<file path="src/rtl/arith_bit_packer.sv">
// Packs 0..16-bit right-aligned encoder emissions MSB-first into 32-bit words,
// with end-of-stream flush of a partial word and a sticky illegal-length flag.
module arith_bit_packer #(
    parameter int WORD_W  = 32,
    parameter int MAX_LEN = 16
) (
    input  logic               clk,
    input  logic               rst_n,
    input  logic               in_valid,
    output logic               in_ready,
    input  logic [MAX_LEN-1:0] in_bits,
    input  logic [4:0]         in_len,
    input  logic               in_last,
    output logic               word_valid,
    input  logic               word_ready,
    output logic [WORD_W-1:0]  word_data,
    output logic [5:0]         word_bits,
    output logic               word_last,
    output logic               err
);

    // Handshake: a beat moves when in_valid && in_ready; a word moves when
    // word_valid && word_ready. Word fields never change while stalled.

    typedef enum logic [0:0] {RUN, FLUSH} state_e;

    localparam logic [4:0] MAX_LEN_L = 5'(MAX_LEN);
    localparam logic [5:0] WORD_W_L  = 6'(WORD_W);

    state_e              state_q, state_d;
    logic [WORD_W-1:0]   acc_q, acc_d;
    logic [5:0]          fill_q, fill_d;
    logic                word_valid_q, word_valid_d;
    logic [WORD_W-1:0]   word_data_q, word_data_d;
    logic [5:0]          word_bits_q, word_bits_d;
    logic                word_last_q, word_last_d;
    logic                err_q, err_d;

    logic                slot_free;
    logic                in_ready_c;
    logic                accept;
    logic [4:0]          len;
    logic [5:0]          total;
    logic [MAX_LEN:0]    mask;
    logic [MAX_LEN:0]    masked;
    logic [6:0]          shamt;
    logic [2*WORD_W-1:0] beat_sh;
    logic [2*WORD_W-1:0] merged;

    always_comb begin
        state_d      = state_q;
        acc_d        = acc_q;
        fill_d       = fill_q;
        word_valid_d = word_valid_q;
        word_data_d  = word_data_q;
        word_bits_d  = word_bits_q;
        word_last_d  = word_last_q;
        err_d        = err_q;

        slot_free  = !word_valid_q || word_ready;
        in_ready_c = (state_q == RUN) && slot_free;
        accept     = in_valid && in_ready_c;

        // Beat bits are placed in a double-width window directly below the
        // current fill, so the upper half is the next word and the lower half
        // is the left-aligned remainder.
        len     = (in_len > MAX_LEN_L) ? MAX_LEN_L : in_len;
        total   = fill_q + 6'(len);
        mask    = ((MAX_LEN+1)'(1) << len) - (MAX_LEN+1)'(1);
        masked  = {1'b0, in_bits} & mask;
        shamt   = 7'(2*WORD_W) - 7'(total);
        beat_sh = (2*WORD_W)'(masked) << shamt;
        merged  = {acc_q, {WORD_W{1'b0}}} | beat_sh;

        if (word_valid_q && word_ready) begin
            word_valid_d = 1'b0;
        end

        if (accept) begin
            if (in_len > MAX_LEN_L) begin
                err_d = 1'b1;
            end
            if (total >= WORD_W_L) begin
                word_data_d  = merged[2*WORD_W-1:WORD_W];
                word_bits_d  = WORD_W_L;
                word_valid_d = 1'b1;
                word_last_d  = in_last && (total == WORD_W_L);
                acc_d        = merged[WORD_W-1:0];
                fill_d       = total - WORD_W_L;
            end else begin
                acc_d  = merged[2*WORD_W-1:WORD_W];
                fill_d = total;
            end
            // Only an exact word boundary lets the last beat finish without a flush word.
            if (in_last && (total != WORD_W_L)) begin
                state_d = FLUSH;
            end
        end else if ((state_q == FLUSH) && slot_free) begin
            word_data_d  = acc_q;
            word_bits_d  = fill_q;
            word_last_d  = 1'b1;
            word_valid_d = 1'b1;
            acc_d        = '0;
            fill_d       = '0;
            state_d      = RUN;
        end
    end

    always_ff @(posedge clk or negedge rst_n) begin
        if (!rst_n) begin
            state_q      <= RUN;
            acc_q        <= '0;
            fill_q       <= '0;
            word_valid_q <= 1'b0;
            word_data_q  <= '0;
            word_bits_q  <= '0;
            word_last_q  <= 1'b0;
            err_q        <= 1'b0;
        end else begin
            state_q      <= state_d;
            acc_q        <= acc_d;
            fill_q       <= fill_d;
            word_valid_q <= word_valid_d;
            word_data_q  <= word_data_d;
            word_bits_q  <= word_bits_d;
            word_last_q  <= word_last_d;
            err_q        <= err_d;
        end
    end

    assign in_ready   = in_ready_c;
    assign word_valid = word_valid_q;
    assign word_data  = word_data_q;
    assign word_bits  = word_bits_q;
    assign word_last  = word_last_q;
    assign err        = err_q;

endmodule

</file>
<file path="config.mk">
export PLATFORM = sky130hd
export DESIGN_NAME = arith_bit_packer
export DESIGN_NICKNAME = d
export VERILOG_FILES = /design/src/rtl/arith_bit_packer.sv
export SDC_FILE = /design/constraint.sdc
export NUM_CORES = 1
export LEC_CHECK = 0
export CELL_PAD_IN_SITES_DETAIL_PLACEMENT = 0
export CELL_PAD_IN_SITES_GLOBAL_PLACEMENT = 1
export CORE_ASPECT_RATIO = 1.1
export CORE_MARGIN = 4
export CORE_UTILIZATION = 43
export CTS_BUF_LIST = sky130_fd_sc_hd__clkbuf_8
export CTS_CLUSTER_DIAMETER = 150
export DETAILED_ROUTE_END_ITERATION = 8
export PLACE_DENSITY_LB_ADDON = 0.1
export SYNTH_ARGS = -nofsm -noshare
export SYNTH_HDL_FRONTEND = slang
export SYNTH_SLANG_ARGS = --single-unit
export TNS_END_PERCENT = 30
</file>
<file path="constraint.sdc">
create_clock -name clk -period 4.3 [get_ports clk]
set_input_delay 1.29 -clock clk [delete_from_list [all_inputs] [get_ports clk]]
set_output_delay 1.29 -clock clk [all_outputs]
set_load 0.02 [all_outputs]
</file>
======== Word level (Yosys, flattened, before mapping) ========
Cells that the tools add are included.
storage, ports and cells
  logic and storage cells ................. 58
  input bits .............................. 26
  register bits ........................... 80
operators by class
  shifts and indexed selects .............. 2
  eq/ne operators ......................... 4
  $lt $le $gt $ge ......................... 2
  add/subtract/negate cells ............... 4
  bitwise operators ....................... 3
  reduce and logical (&&, ||, !) cells .... 12
  multiplexer cells ....................... 23
operators by type and width
  operator                                                  number
  2-to-1 mux 32 bit                                         6
  OR 64 bit                                                 1
  left shift 17 x 7 -> 64 bit                               1
  2-to-1 mux 6 bit                                          6
  bitwise AND 16 x 17 -> 17 bit                             1
  left shift 1 x 5 -> 17 bit, first input constant          1
  subtractor 17 x 2 -> 17 bit, second input constant        1
  2-to-1 mux 1 bit                                          10
  subtractor 7 x 6 -> 7 bit, first input constant           1
  adder 6 x 5 -> 6 bit                                      1
  equality test 6 bit, second input constant                1
  greater-or-equal comparator 6 bit, second input constant  1
  logical AND 1 bit                                         6
  != test 6 bit, second input constant                      1
  AND reduction 2 bit                                       3
  subtractor 6 bit, second input constant                   1
  greater-than comparator 5 bit, second input constant      1
  2-to-1 mux 5 bit                                          1
  != test 2 x 1 -> 1 bit, second input constant             2
  nonzero test 2 bit                                        1
  zero test 1 bit                                           1
  logical OR 1 bit                                          1
  inverter 1 bit                                            1

======== Depth between registers and ports, before layout ========
  depth in word-level cells ............... 9
  gate-level depth with buffers ........... 18
  gate-level depth less buffers ........... 13

======== Worst setup path after synthesis ========
Ideal clock, no wire load.
  path type ............................... input port to flip-flop
  from .................................... input port in_len[4]
  to ...................................... register acc_q[6]
  stages on the path ...................... 18
  required time ........................... 4.159 ns
  setup time .............................. 0.141 ns
  slack ................................... -0.500 ns
  data arrival time ....................... 4.658 ns
  path through ............................ buf_6 > clkbuf_1 > nor2b_1 > ha_1 > buf_2 > clkinv_1 > clkbuf_1 > ha_1 > xor2_2 > or3_1 > buf_2 > nand2_2 > buf_6 > mux2_2 > a31oi_1 > nor3_1 > o21ai_0 > o221ai_1
between the ends
  longest elaborated chain between the ends .. 9
ends and longest elaborated chain
  item                                                               RTL line  source
  start: declaration                                                 12        input logic [4:0] in_len,
  greater-than comparator 5 bit                                      67        len = (in_len > MAX_LEN_L) ? MAX_LEN_L : in_len;
  2-to-1 mux 5 bit (*)                                               67
  branches (longest 5 deep; another with subtractor 7 x 6 -> 7 bit)  -
  2-to-1 mux 32 bit (*)                                              83        if (total >= WORD_W_L) begin
  2-to-1 mux 32 bit (*)                                              79        if (accept) begin
  end signal: assignment                                             112       acc_q <= '0;
  end signal: assignment                                             121       acc_q <= acc_d;
  end: declaration                                                   31        logic [WORD_W-1:0] acc_q, acc_d;
Mark *: on every way between the ends.
A chain may end at the register's enable or synchronous reset.

======== Worst setup path after layout ========
  from .................................... input port in_len[2]
  to ...................................... register word_data_q[24] (netlist: word_data[24])
between the ends
  longest elaborated chain between the ends .. 9
ends and longest elaborated chain
  item                                                               RTL line  source
  greater-than comparator 5 bit                                      67
  2-to-1 mux 5 bit (*)                                               67
  branches (longest 7 deep; another with subtractor 7 x 6 -> 7 bit)  -
  end signal: assignment                                             124       word_data_q <= word_data_d;
  end: declaration                                                   34        logic [WORD_W-1:0] word_data_q, word_data_d;
Mark *: on every way between the ends. The select of a mux whose other input is x is not followed.

==> impl_metrics.toml <==
[cts]
htree_num_levels = 3
root_buffer = "clkbuf_8"
cts_inserted_buffers = 9
clock_latency_ns = 0.38
cts_num_sinks = 80
ctsHoldBuffers = 0
cts_tree = "done"
cts.clk_slew.worst_paths_ns = 0.09
clockBufferDepth = 2

[place]
dpl-instance-area_um2 = 8030
post-dp-hpwl_um = 15700
place.gp.congestion = 0.940
portBuffers = 67
dp_slack_ns = -0.660

[floorplanning]
die_h_um = 132
dieArea_um2 = 15800
num_io_pins = 68
dieWidth_um = 120
core_area_um2 = 13400
rows = 44
start_util = 0.445

[route]
wl_per_cell_um = 18.9
drt_first_pass_iters = 4
antenna_left = 0
avgViaCountPerCell = 5.80
drc_errors = 0
vias = 6253
drt_first_iter_violations = 483
routed_wirelength_um = 20400

[yosys]
synthArstFlopShare = 1.00
syn_area_um2 = 5980
ys.flop_type = "dfrtp_1"
synthCells = 689
ys_warn_count = 0
yosys.cell_types.count = 97
ys_seq_area_frac = 0.335
synth_enable_flop_cells = 0
ys_ff_latch = 80
syn-num-nets = 722
avgSynthCellArea_um2 = 8.67

[critical_path]
critPathMaxFanout = 6
cpMostUsedCell = "buf_4"
cp-end-kind = "register"
start_kind = "input port"
critPathMaxStageDelay_ns = 0.41
r2r_slack_ns = 1.00
crit_required_ns = 4.63
reg2reg_depth = 14
path_cells = "clkdlybuf4s50_1 > or3_1 > or2_2 > ha_2 > or4_1 > a21o_1 > a21bo_2 > a22oi_2 > mux2i_1 > buf_4 > buf_4 > a211oi_2 > o21a_1"
cp_slowest_cell = "clkdlybuf4s50_1"
critPathArrivalTime_ns = 4.56
worstReg2RegStart = "fill_q[1]"
crit_type = "input port to register"
rr_endpoint = "acc_q[6]"

[finish]
area_growth_syn_to_layout_pct = 44.1
final_design_area_no_fill_um2 = 8610
final_net_count = 923
final_cell_mix = "167 x buf_4, 80 x dfrtp_1, 75 x nand2_1"
nFillCells = 1227
multi_input_area_um2 = 4060
diodes = 0
layout_commonest_cell = "buf_4"
final_layout_size_suffix_gt1_frac = 0.331
seq_area_um2 = 2000

[sta]
clock_skew_ns = 0.0117
rsz0062_at_grt = "yes"
finalHoldViolCount = 0
period_share = 0.984
max_slew_margin = 0.318
worstMarginPinSlew_ns = 1.02
finalSetupViolCount = 0
fin_crit_ns = 4.23
slew_viol_final = 0
fin_ws_ns = 0.0698
max_freq_mhz = 236
fin_hold_ws_ns = 0.467

[grt]
grt_pass1_wl_um = 32900
grt.total_usage = 0.257
grt_max_degree = 81
antenna_found_initial = 0
gr-total-overflow = 0
grt_pass1_vias = 6264

[outcome]
outcome = "complete, no violations"

[min_path]
min_to = "word_data[19]"
worstHoldPathCells = 2
hold_path_startpoint = "word_data[19]"
hold_class = "register to register"

[job]
cap_violations = 0
worst max-delay path, delay by kind of cell:
kind,cells,cell delay (ns)
compound gates,5,1.08
fa+ha+maj,1,0.21
buf+inv,3,0.72
mux,1,0.17
simple gates,3,1.07
repair_timing:
item	4_1_cts	5_1_grt
cloned	0	1
setup endpoints to repair	57	62
gates resized for setup	24	40
pin swaps	4	7
endpoints found under the hold margin	0	0
setup buffers	0	2
cells by family (layout without fill, tap and decap cells):
logic type / after synthesis / after routing / share of synthesized area
AND/OR/NAND/NOR: 237 / 238 / 0.207
AO/OA/AOI/OAI: 258 / 258 / 0.302
multiplexers: 37 / 37 / 0.0695
flip-flops: 80 / 80 / 0.335
buffers and inverters: 61 / 266 / 0.0490
XOR/XNOR: 9 / 9 / 0.0220
adder cells (fa/ha/maj): 7 / 7 / 0.0147
worst max path at each step:
stage / to / from / slack, ns
5_1_grt: acc_q[11] / in_len[2] / -0.04
6_report: word_data[24] / in_len[2] / 0.07
2_1_floorplan: word_data[12] / in_len[4] / 0.002
3_5_place_dp: acc_q[1] / in_len[1] / -0.66
3_3_place_gp: acc_q[1] / in_len[1] / -0.59
4_1_cts: word_data[14] / in_len[4] / -0.04
per-layer routing:
layer / vias to the layer above / global-route usage / share of wire
met3: 47 / 0.0447 / 0.051
met4: 0 / 0.110 / 0.033
met1: 3024 / 0.326 / 0.42
li1: 2991 / - / -
met5: - / 0 / 0
met2: 191 / 0.431 / 0.49
cells in the mapped netlist, types with 3 or more instances:
cell | number | area (um^2)
a221o_1 | 4 | 40.0
nand4_1 | 4 | 25.0
a21oi_1 | 31 | 155
buf_4 | 3 | 22.5
nand3_1 | 21 | 105
xnor2_1 | 4 | 35.0
ha_1 | 7 | 87.6
nor2_1 | 45 | 169
nor2b_1 | 7 | 43.8
mux4_2 | 3 | 67.6
inv_1 | 10 | 37.5
and2_1 | 7 | 43.8
o21ai_1 | 34 | 170
o211a_1 | 3 | 30.0
or2_2 | 5 | 31.3
o211ai_2 | 4 | 50.1
or3_1 | 11 | 68.8
a211oi_1 | 7 | 52.6
a21o_1 | 7 | 52.6
o211ai_1 | 9 | 67.6
nor3_4 | 3 | 48.8
nor3_1 | 16 | 80.1
and3_1 | 4 | 25.0
o22a_1 | 4 | 35.0
mux2i_1 | 28 | 280
mux2_2 | 6 | 67.6
a22o_1 | 8 | 70.1
o31ai_1 | 9 | 67.6
o31a_1 | 4 | 35.0
o221a_2 | 3 | 33.8
o221ai_1 | 8 | 70.1
nor4_1 | 3 | 18.8
o22ai_1 | 7 | 43.8
buf_6 | 5 | 56.3
a31oi_1 | 12 | 75.1
nand2_1 | 76 | 285
o21ai_0 | 45 | 225
o21a_1 | 10 | 75.1
dfrtp_1 | 80 | 2000
clkbuf_1 | 28 | 105
a2bb2oi_1 | 3 | 26.3
nand2b_1 | 12 | 75.1
buf_2 | 12 | 60.1
a22oi_1 | 10 | 75.1
flip-flops by register name (all words and copies together), names as in the netlist:
name and flops:
word_last 1, word_bits 6, state_q 1, fill_q 6, word_valid 1, err 1
word_data 32, acc_q 32
area by class of cell:
class	instances	share of cell area
multi-input combinational	549	0.472
timing repair buffer	239	0.237
sequential	80	0.232
tap	184	0.0267
clock buffer	10	0.0160
clock inverter	6	0.0105
inverter	11	0.00538
through the flow:
step,cells,setup TNS [ns],util
after floorplan,689,0,-
after global placement,1060,-26.50,0.598
after detailed placement,1060,-30.18,0.598
after CTS,1076,-0.121,0.624
after global routing,1079,-0.0884,0.641
final,1079,0,0.641
Power is not shown: default switching activity piles up to over one toggle a cycle in this logic, so the estimate is an artifact.
